## src/rtl/line_read_scheduler.sv

```systemverilog
// Read-side sequencer for the HDMI input FIFO: issues whole-line read bursts with a fixed gap and frame framing.
// Optional watchdog on WAIT_LINE is enabled by defining LINE_TIMEOUT_EN.
module line_read_scheduler #(
  parameter int unsigned H_PIX      = 640,
  parameter int unsigned V_PIX      = 480,
  parameter int unsigned H_GAP      = 16,
  parameter int unsigned PREFILL_TH = 3000,
  parameter int unsigned TIMEOUT    = 65535
) (
  input  logic        sys_clk_96M,
  input  logic        sys_rst_n,
  input  logic        cfg_done_i,
  input  logic        enable_i,
  input  logic [15:0] rd_datacount_i,
  output logic        rd_en_o,
  output logic        hsync_o,
  output logic        vsync_o,
  output logic [10:0] line_cnt_o,
  output logic        frame_done_o,
  output logic        underrun_o,
  output logic        timeout_o,
  output logic [2:0]  state_o
);

  typedef enum logic [2:0] {
    IDLE      = 3'd0,
    PREFILL   = 3'd1,
    WAIT_LINE = 3'd2,
    BURST     = 3'd3,
    GAP       = 3'd4,
    FRAME_END = 3'd5
  } state_t;

  localparam logic [15:0] H_PIX_LVL   = 16'(H_PIX);
  localparam logic [15:0] PREFILL_LVL = 16'(PREFILL_TH);
  localparam logic [10:0] H_LAST      = 11'(H_PIX - 1);
  localparam logic [10:0] V_LINES     = 11'(V_PIX);
  localparam logic [15:0] GAP_LAST    = 16'((H_GAP > 0) ? H_GAP - 1 : 0);
  localparam bit          HAS_GAP     = (H_GAP > 0);

  state_t      state_q, state_n;
  logic [10:0] h_cnt_q, h_cnt_n;
  logic [15:0] g_cnt_q, g_cnt_n;
  logic [10:0] line_cnt_q, line_cnt_n;
  logic        rd_en_q, rd_en_n;
  logic        hsync_q, hsync_n;
  logic        vsync_q, vsync_n;
  logic        frame_done_q, frame_done_n;
  logic        underrun_q, underrun_n;
  logic        timeout_q, timeout_n;
  logic [10:0] line_inc;

`ifdef LINE_TIMEOUT_EN
  localparam logic [15:0] WD_LAST = 16'(TIMEOUT - 1);
  logic [15:0] wd_cnt_q, wd_cnt_n;
`endif

  assign line_inc = line_cnt_q + 11'd1;

  always_comb begin
    // NOTE: every next-value is defaulted first so no branch can leave one unassigned and infer a latch.
    state_n      = state_q;
    h_cnt_n      = h_cnt_q;
    g_cnt_n      = g_cnt_q;
    line_cnt_n   = line_cnt_q;
    rd_en_n      = 1'b0;
    hsync_n      = rd_en_q;
    vsync_n      = vsync_q;
    frame_done_n = 1'b0;
    timeout_n    = 1'b0;
    underrun_n   = underrun_q | (rd_en_q & (rd_datacount_i == 16'd0));
`ifdef LINE_TIMEOUT_EN
    wd_cnt_n     = wd_cnt_q;
`endif

    case (state_q)
      IDLE: begin
        vsync_n    = 1'b0;
        line_cnt_n = '0;
        if (enable_i) state_n = PREFILL;
      end

      PREFILL: begin
        if (rd_datacount_i >= PREFILL_LVL) begin
          state_n = WAIT_LINE;
          vsync_n = 1'b1;
`ifdef LINE_TIMEOUT_EN
          wd_cnt_n = '0;
`endif
        end
      end

      WAIT_LINE: begin
        if (rd_datacount_i >= H_PIX_LVL) begin
          state_n = BURST;
          rd_en_n = 1'b1;
          h_cnt_n = '0;
        end
`ifdef LINE_TIMEOUT_EN
        else if (wd_cnt_q == WD_LAST) begin
          state_n    = PREFILL;
          timeout_n  = 1'b1;
          vsync_n    = 1'b0;
          line_cnt_n = '0;
        end else begin
          wd_cnt_n = wd_cnt_q + 16'd1;
        end
`endif
      end

      BURST: begin
        if (h_cnt_q == H_LAST) begin
          line_cnt_n = line_inc;
          g_cnt_n    = '0;
          // With no gap, the final line still passes through one GAP cycle so hsync drains before vsync falls.
          if (HAS_GAP || (line_inc == V_LINES)) begin
            state_n = GAP;
          end else begin
            state_n = WAIT_LINE;
`ifdef LINE_TIMEOUT_EN
            wd_cnt_n = '0;
`endif
          end
        end else begin
          rd_en_n = 1'b1;
          h_cnt_n = h_cnt_q + 11'd1;
        end
      end

      GAP: begin
        if (g_cnt_q == GAP_LAST) begin
          if (line_cnt_q == V_LINES) begin
            state_n      = FRAME_END;
            vsync_n      = 1'b0;
            frame_done_n = 1'b1;
            line_cnt_n   = '0;
          end else begin
            state_n = WAIT_LINE;
`ifdef LINE_TIMEOUT_EN
            wd_cnt_n = '0;
`endif
          end
        end else begin
          g_cnt_n = g_cnt_q + 16'd1;
        end
      end

      FRAME_END: begin
        state_n = enable_i ? PREFILL : IDLE;
      end

      default: begin
        state_n = IDLE;
      end
    endcase

    // Losing the receiver configuration abandons the frame silently from any state.
    if (!cfg_done_i) begin
      state_n      = IDLE;
      rd_en_n      = 1'b0;
      hsync_n      = 1'b0;
      vsync_n      = 1'b0;
      line_cnt_n   = '0;
      frame_done_n = 1'b0;
      timeout_n    = 1'b0;
    end
  end

  // NOTE: sequential state uses non-blocking assignments so every register samples pre-edge values.
  always_ff @(posedge sys_clk_96M or negedge sys_rst_n) begin
    if (!sys_rst_n) begin
      state_q      <= IDLE;
      h_cnt_q      <= '0;
      g_cnt_q      <= '0;
      line_cnt_q   <= '0;
      rd_en_q      <= 1'b0;
      hsync_q      <= 1'b0;
      vsync_q      <= 1'b0;
      frame_done_q <= 1'b0;
      underrun_q   <= 1'b0;
      timeout_q    <= 1'b0;
    end else begin
      state_q      <= state_n;
      h_cnt_q      <= h_cnt_n;
      g_cnt_q      <= g_cnt_n;
      line_cnt_q   <= line_cnt_n;
      rd_en_q      <= rd_en_n;
      hsync_q      <= hsync_n;
      vsync_q      <= vsync_n;
      frame_done_q <= frame_done_n;
      underrun_q   <= underrun_n;
      timeout_q    <= timeout_n;
    end
  end

`ifdef LINE_TIMEOUT_EN
  always_ff @(posedge sys_clk_96M or negedge sys_rst_n) begin
    if (!sys_rst_n) wd_cnt_q <= '0;
    else            wd_cnt_q <= wd_cnt_n;
  end
`endif

  assign rd_en_o      = rd_en_q;
  assign hsync_o      = hsync_q;
  assign vsync_o      = vsync_q;
  assign line_cnt_o   = line_cnt_q;
  assign frame_done_o = frame_done_q;
  assign underrun_o   = underrun_q;
  assign timeout_o    = timeout_q;
  assign state_o      = state_q;

endmodule

```

## config.mk

```make
export PLATFORM = sky130hd
export DESIGN_NAME = line_read_scheduler
export DESIGN_NICKNAME = d
export VERILOG_FILES = /design/src/rtl/line_read_scheduler.sv
export SDC_FILE = /design/constraint.sdc
export NUM_CORES = 1
export LEC_CHECK = 0
export ABC_CLOCK_PERIOD_IN_PS = 3050
export BUFFER_PORTS_ARGS = -buffer_cell sky130_fd_sc_hd__buf_2
export CAP_MARGIN = 20
export CORE_MARGIN = 2
export CORE_UTILIZATION = 57
export DETAILED_ROUTE_END_ITERATION = 10
export PLACE_DENSITY_LB_ADDON = 0.08
export SYNTH_ARGS = -nofsm -noshare
export SYNTH_HDL_FRONTEND = slang
export SYNTH_SLANG_ARGS = --single-unit
```

## constraint.sdc

```tcl
create_clock -name sys_clk_96M -period 3.05 [get_ports sys_clk_96M]
set_input_delay 0.305 -clock sys_clk_96M [delete_from_list [all_inputs] [get_ports sys_clk_96M]]
set_output_delay 0.305 -clock sys_clk_96M [all_outputs]
set_load 0.005 [all_outputs]
```

==> results of run 1 <==
## cells by family after synthesis
family | count (synthesis) | share of synthesized area (%)
other | 1 | 0.142
AND/OR/NAND/NOR | 147 | 31.2
flip-flops | 46 | 43.7
buffers and inverters | 17 | 2.56
multiplexers | 4 | 1.57
XOR/XNOR | 17 | 5.65
adder cells (fa/ha/maj) | 4 | 1.90
AO/OA/AOI/OAI | 47 | 13.3
## cell type report
type,count,share of cell area (%)
clock inverters,3,0.834
well taps,52,2.17
inverters,7,0.876
multi-input cells,220,47.2
flip-flops and latches,46,38.4
clock buffers,5,2.29
repair buffers,43,8.26
## worst max-delay path: stages, from the launching register on
cell     delay, ns
dfrtp_1       0.41
inv_1         0.10
ha_1          0.14
or4b_4        0.47
o41ai_4       0.27
a21oi_2       0.15
nor3_2        0.43
mux2i_1       0.25
## power by group through the flow
stage               clock [mW]  sequential, mW  combinational (mW)
global route             0.427           0.657               0.143
CTS                      0.403           0.653               0.122
floorplan                    0           0.653              0.0821
detailed placement           0           0.665               0.121
global placement             0           0.664               0.119
finish                   0.397           0.653               0.124
## registers in the layout, summed over array words and instances (netlist names)
name,count
frame_done_o,1
g_cnt_q,16
h_cnt_q,11
hsync_o,1
line_cnt_o,11
rd_en_o,1
state_o,3
underrun_o,1
vsync_o,1
## cell usage in the layout, fill, tap and decap left out, types with 7 or more instances in the layout
| cell | n |
|---|---|
| a21oi_1 | 7 |
| nand2_1 | 24 |
| nor2_1 | 28 |
| nand4_1 | 14 |
| dfrtp_1 | 46 |
| buf_2 | 38 |
| o21ai_1 | 7 |
| nand3_1 | 16 |
| a31oi_1 | 7 |
| and3_1 | 8 |
| o21ai_0 | 7 |
| xor2_1 | 17 |
| nor3_1 | 13 |
## metal layers
metal / vias up / global-route usage (%) / share of wire [%]
li1: 1126 / - / -
met2: 55 / 39.6 / 46
met5: - / 0 / 0
met4: 0 / 5.66 / 0.93
met1: 1060 / 35.7 / 49
met3: 5 / 3.33 / 4.3
## metrics by stage
| stage | hold slack (ns) | setup WS [ns] | cell area [um2] |
|---|---|---|---|
| 2_1_floorplan | 0.00941 | 0.869 | 2640 |
| 3_3_place_gp | 0.446 | 0.830 | 2880 |
| 3_5_place_dp | 0.450 | 0.760 | 2880 |
| 4_1_cts | 0.210 | 0.736 | 2970 |
| 5_1_grt | 0.0254 | 0.570 | 3000 |
| 6_report | -0.0254 | 0.742 | 3000 |
## final timing paths
path                            slack, ns                   endpoint
worst max-delay path                 0.74  line_cnt_o[1]$_DFFE_PN0P_
worst min-delay path                -0.03     state_o[0]$_DFFE_PN0P_
worst max register to register       0.74  line_cnt_o[1]$_DFFE_PN0P_
worst min register to register       0.47       underrun_o$_DFF_PN0_
max in group asynchronous            2.58     g_cnt_q[8]$_DFFE_PN0P_
min in group sys_clk_96M             0.34          hsync_o$_DFF_PN0_
==> flow_summary.toml, run 1 <==
[yosys]
synth-seq-cells = 46
synth-edff-count = 0
synth_cell_types = 55
avgSynthCellArea_um2 = 9.31
async_flop_share_pct = 100
seq_area_frac_synth_pct = 43.7
synth.cell_area_um2 = 2640
ys_warn_count = 0
synth_nets = 307
syn-instance-count = 283
yosysTopAreaCellShare_pct = 43.7
yosysMostFrequentCell = "dfrtp_1"
yosys-top-cells-area = "dfrtp_1 44%, xor2_1 5.7%, nor2_1 4.0%, nand2_1 3.4%, nand4_1 3.3%"
synth_top_area_cell = "dfrtp_1"
synth_flop_cell = "dfrtp_1"
synth_common_cells = "46 x dfrtp_1, 28 x nor2_1, 24 x nand2_1, 17 x xor2_1, 16 x nand3_1"

[finish]
num-fill-cells = 385
fin_util_pct = 68.0
multi_input_area_um2 = 1420
layout-drive-gt1-share_pct = 19.4
fin_cells = 376
nNetsFinal = 347
area.growth.synth_to_final_pct = 13.9
seq_area_um2 = 1150
diodes = 0

[critical_path]
cp.required_ns = 3.27
cp.arrival_ns = 2.53
critPathLaunchType = "flop"
critPathCaptureType = "flop"
cp-startpoint = "line_cnt_o[0]$_DFFE_PN0P_"
cp_max_fo = 7
rr_worst_depth = 7
setup.worst_path.class = "reg -> reg"
r2r-start = "line_cnt_o[0]$_DFFE_PN0P_"

[die]
ioPinCount = 40
core_um2 = 4410
die-area_um2 = 5180
start_util_pct = 59.7
die_h_um = 72.0
rows = 24
dieWidth_um = 72.0

[placement]
gp_congestion = 0.867
io_buffers = 38
dp.final_hpwl_um = 4010
dp_cells = 367

[pwr]
pwr-share-clk_pct = 33.8
power.density_nw_per_um2 = 391
seqPwrFrac_pct = 55.7
p_leak_nw = 1.42
power.internal_mw = 0.848
p_sw_mw = 0.326
vdd_drop_max_mv = 0.284
swShare_pct = 27.7
total_power_mw = 1.17
combPwrFrac_pct = 10.5

[timing]
max_freq_mhz = 433
maxSlewViolCount = 0
rsz0062_at_grt = "no"
hold_slack_ns = -0.0254
hold_violations = 21
setup_viol = 0
finClkSkew_ns = 0.00930
slew_headroom_pct = 56.4
tightest_slew_ns = 0.654
fin_crit_sh_pct = 75.7
tns_ns = 0
min_period_ns = 2.31

[global_route]
grt_max_degree = 47
antenna_found_initial = 0
grt_pass1_vias = 2183
overflow = 0
grt_pass1_wl_um = 10200
grtUsageTotal_pct = 24.6

[clock_tree]
cts-resized-gates = 0
cts_buffer_depth = 2
clkSlewWorstSetupHoldPaths_ns = 0.09
tritoncts = "done"
htree_levels = 2
cts_buffers = 5
clock-sinks = 46
cts_hold_buf = 0
clk_latency_ns = 0.30
post-cts-setup-buffers = 0
cts_root_buf = "clkbuf_8"

[route]
via_count = 2246
ant_nets = 0
drt_pass1_iterations = 4
drc = 0
wirelength_um = 5680
wire_per_inst_um = 15.1
vias_per_cell = 5.97
first_iter_violations = 133

[status]
outcome = "complete, but fails checks"
failed_checks = "hold timing"

[job]
cap_violations = 0

[hold_path]
hp-class = "in -> async"
No activity file was read; power rests on OpenSTA's default activity.
==> run 2, diff against run 1 <==
--- a/config.mk
+++ b/config.mk
@@ -5,11 +5,12 @@
 export SDC_FILE = /design/constraint.sdc
 export NUM_CORES = 1
 export LEC_CHECK = 0
-export ABC_CLOCK_PERIOD_IN_PS = 3050
+export ABC_AREA = 1
+export ABC_CLOCK_PERIOD_IN_PS = 1900
 export BUFFER_PORTS_ARGS = -buffer_cell sky130_fd_sc_hd__buf_2
 export CAP_MARGIN = 20
 export CORE_MARGIN = 2
-export CORE_UTILIZATION = 57
+export CORE_UTILIZATION = 53
 export DETAILED_ROUTE_END_ITERATION = 10
 export PLACE_DENSITY_LB_ADDON = 0.08
 export SYNTH_ARGS = -nofsm -noshare
==> constraint.sdc (replaced) <==
create_clock -name sys_clk_96M -period 1.9 [get_ports sys_clk_96M]
set_input_delay 0.19 -clock sys_clk_96M [delete_from_list [all_inputs] [get_ports sys_clk_96M]]
set_output_delay 0.19 -clock sys_clk_96M [all_outputs]
set_load 0.005 [all_outputs]
==> run 2 against run 1 <==
Against the previous run:
- the run now ends clean
- flip-flop and latch count unchanged
- sequential power up 82%
- clock power up 86%
- critical path type unchanged
- critical endpoint is now line_cnt_o[8]$_DFFE_PN0P_
- largest cell class unchanged
- largest power group unchanged
==> flow_summary.toml, run 2 <==
[finish]
fin_util_pct = 62.5
fin_cells = 555
design_area_um2 = 3480
top_register = "g_cnt_q"
layout-drive-gt1-share_pct = 17.8
largest_register_ffs = 16
area.growth.synth_to_final_pct = 13.1
nNetsFinal = 506
final_cell_mix = "127 x nand2_1, 52 x nor2_1, 48 x nand3_1, 44 x dfrtp_1, 40 x inv_1"
diodes = 0
num-fill-cells = 535
final_common_cell = "nand2_1"

[yosys]
yosysMostFrequentCell = "nand2_1"
synth_common_cells = "127 x nand2_1, 54 x nor2_1, 50 x nand3_1, 46 x dfrtp_1, 40 x inv_1"
avgSynthCellArea_um2 = 7.00
synth-edff-count = 0
async_flop_share_pct = 100
ys_warn_count = 0
synth_nets = 464
synth_cell_types = 41
seq_area_frac_synth_pct = 37.4
syn-instance-count = 440
synth_top_area_cell = "dfrtp_1"
synth.cell_area_um2 = 3080
yosys-top-cells-area = "dfrtp_1 37%, nand2_1 15%, nand3_1 8.1%, nor2_1 6.6%, inv_1 4.9%"
synth_flop_cell = "dfrtp_1"
synth-seq-cells = 46
yosysTopAreaCellShare_pct = 37.4

[timing]
hold_slack_ns = 0.168
maxSlewViolCount = 0
hold_violations = 0
fin_crit_sh_pct = 93.2
slew_headroom_pct = 64.7
max_freq_mhz = 565
finClkSkew_ns = 0.00927
tightest_slew_ns = 0.530
setup_viol = 0
min_period_ns = 1.77

[die]
die_h_um = 80.2
die-area_um2 = 6440
core_um2 = 5570
start_util_pct = 55.2
dieWidth_um = 80.2
rows = 27
ioPinCount = 40

[route]
vias_per_cell = 5.29
highest_layer = "met4"
drt_pass1_iterations = 4
drc = 0
wire_per_inst_um = 12.7
dr_wl_met2_um = 3260
first_iter_violations = 214
wirelength_um = 7040
drt-met1-wl_um = 3490
routed-wl-met3_um = 208
ant_nets = 0
via_count = 2934

[clock_tree]
tritoncts = "done"
clk_latency_ns = 0.30
clock-sinks = 46
cts_buffer_depth = 2
cts_buffers = 5
cts_root_buf = "clkbuf_8"
htree_levels = 2
clkSlewWorstSetupHoldPaths_ns = 0.09

[global_route]
grt_max_degree = 27
grtUsageTotal_pct = 24.2
overflow = 0
antenna_found_initial = 0
grt_pass1_wl_um = 12400
grt_pass1_vias = 2806

[pwr]
power.internal_mw = 1.73
total_power_mw = 2.70
power.density_nw_per_um2 = 776
seqPwrFrac_pct = 44.1
pwr-share-clk_pct = 27.4
combPwrFrac_pct = 28.5
p_leak_nw = 1.70
swShare_pct = 35.8
p_sw_mw = 0.968
vdd_drop_max_mv = 0.603

[critical_path]
worstPathCellList = "ha_1 -> nand2_1 -> nor2_2 -> nand3_1 -> nand2_2 -> nand2_1 -> nand2_2 -> buf_4 -> nand3_1 -> nand2_1"
cp_max_fo = 9
cp.required_ns = 2.15
rr_worst_depth = 10
critPathCaptureType = "flop"
cp_slowest_cell = "dfrtp_2"
crit_top_cell = "nand2_1"
critPathLaunchType = "flop"
critPathMaxStageDelay_ns = 0.43
cp.arrival_ns = 2.02
setup.worst_path.class = "reg -> reg"

[hold_path]
hp-class = "in -> reg"
holdPathStages = 4

[placement]
dp.final_hpwl_um = 5130
dp_cells = 544
gp_congestion = 0.907
dpl_cell_area_um2 = 3320
io_buffers = 38

[status]
outcome = "complete, no violations"

[job]
cap_violations = 0
run 2: area by class of cell:
cell class                 count  area, um2  share of cell area [%]
timing repair buffer          48        280                    8.05
clock buffer                   5       68.8                    1.98
inverter                      47        181                    5.21
tap                           72       90.1                    2.59
multi-input combinational    334       1670                    47.9
sequential                    46       1150                    33.1
clock inverter                 3       40.0                    1.15
run 2: worst paths after layout:
kind / to / startpoint / slack (ns)
max: line_cnt_o[8]$_DFFE_PN0P_ / h_cnt_q[0]$_DFFE_PN0P_ / 0.13
min: underrun_o$_DFF_PN0_ / rd_datacount_i[2] / 0.17
max reg2reg: line_cnt_o[8]$_DFFE_PN0P_ / h_cnt_q[0]$_DFFE_PN0P_ / 0.13
min reg2reg: underrun_o$_DFF_PN0_ / underrun_o$_DFF_PN0_ / 0.47
max in group asynchronous: g_cnt_q[14]$_DFFE_PN0P_ / sys_rst_n / 0.99
min in group asynchronous: h_cnt_q[6]$_DFFE_PN0P_ / sys_rst_n / 0.38
run 2: repair_timing:
action	4_1_cts	5_1_grt
buffers inserted	0	2
hold endpoints to repair	20	0
endpoints found under the setup margin	0	20
gates resized for setup	0	8
hold buffers	1	0
run 2: metal layers:
| metal | up-vias | GRT usage [%] |
|---|---|---|
| met4 | 0 | 8.81 |
| met1 | 1355 | 33.0 |
| met3 | 9 | 3.93 |
| met2 | 57 | 38.8 |
| li1 | 1513 | - |
| met5 | - | 0 |
run 2: worst max-delay path, delay by kind of cell, from the launching register on:
| kind | cells | cell delay (ns) |
|---|---|---|
| adders and majority gates | 1 | 0.18 |
| DFF | 1 | 0.43 |
| buffers and inverters | 1 | 0.20 |
| and+or+nand+nor | 8 | 0.91 |
run 2: cells by family after synthesis:
family | Yosys count | share of synthesized area [%]
AOI/OAI and AO/OA | 40 | 8.33
buffers and inverters | 60 | 9.18
xor gates and xnor gates | 12 | 3.41
adders and majority gates | 4 | 1.63
and+or+nand+nor | 277 | 39.9
DFF | 46 | 37.4
other | 1 | 0.122
run 2: power groups by stage:
stage / Clock (mW) / Combinational [mW] / Sequential [mW]
2_1_floorplan: 0 / 0.554 / 1.19
3_5_place_dp: 0 / 0.725 / 1.21
4_1_cts: 0.768 / 0.728 / 1.19
6_report: 0.739 / 0.770 / 1.19
3_3_place_gp: 0 / 0.717 / 1.20
5_1_grt: 0.802 / 0.870 / 1.21
run 2: stage by stage:
stage | setup TNS (ns) | worst slack (ns)
floorplan | 0 | 0.325
global placement | 0 | 0.133
detailed placement | 0 | 0.0709
CTS | 0 | 0.0695
global route | -0.00548 | -0.00548
finish | 0 | 0.129
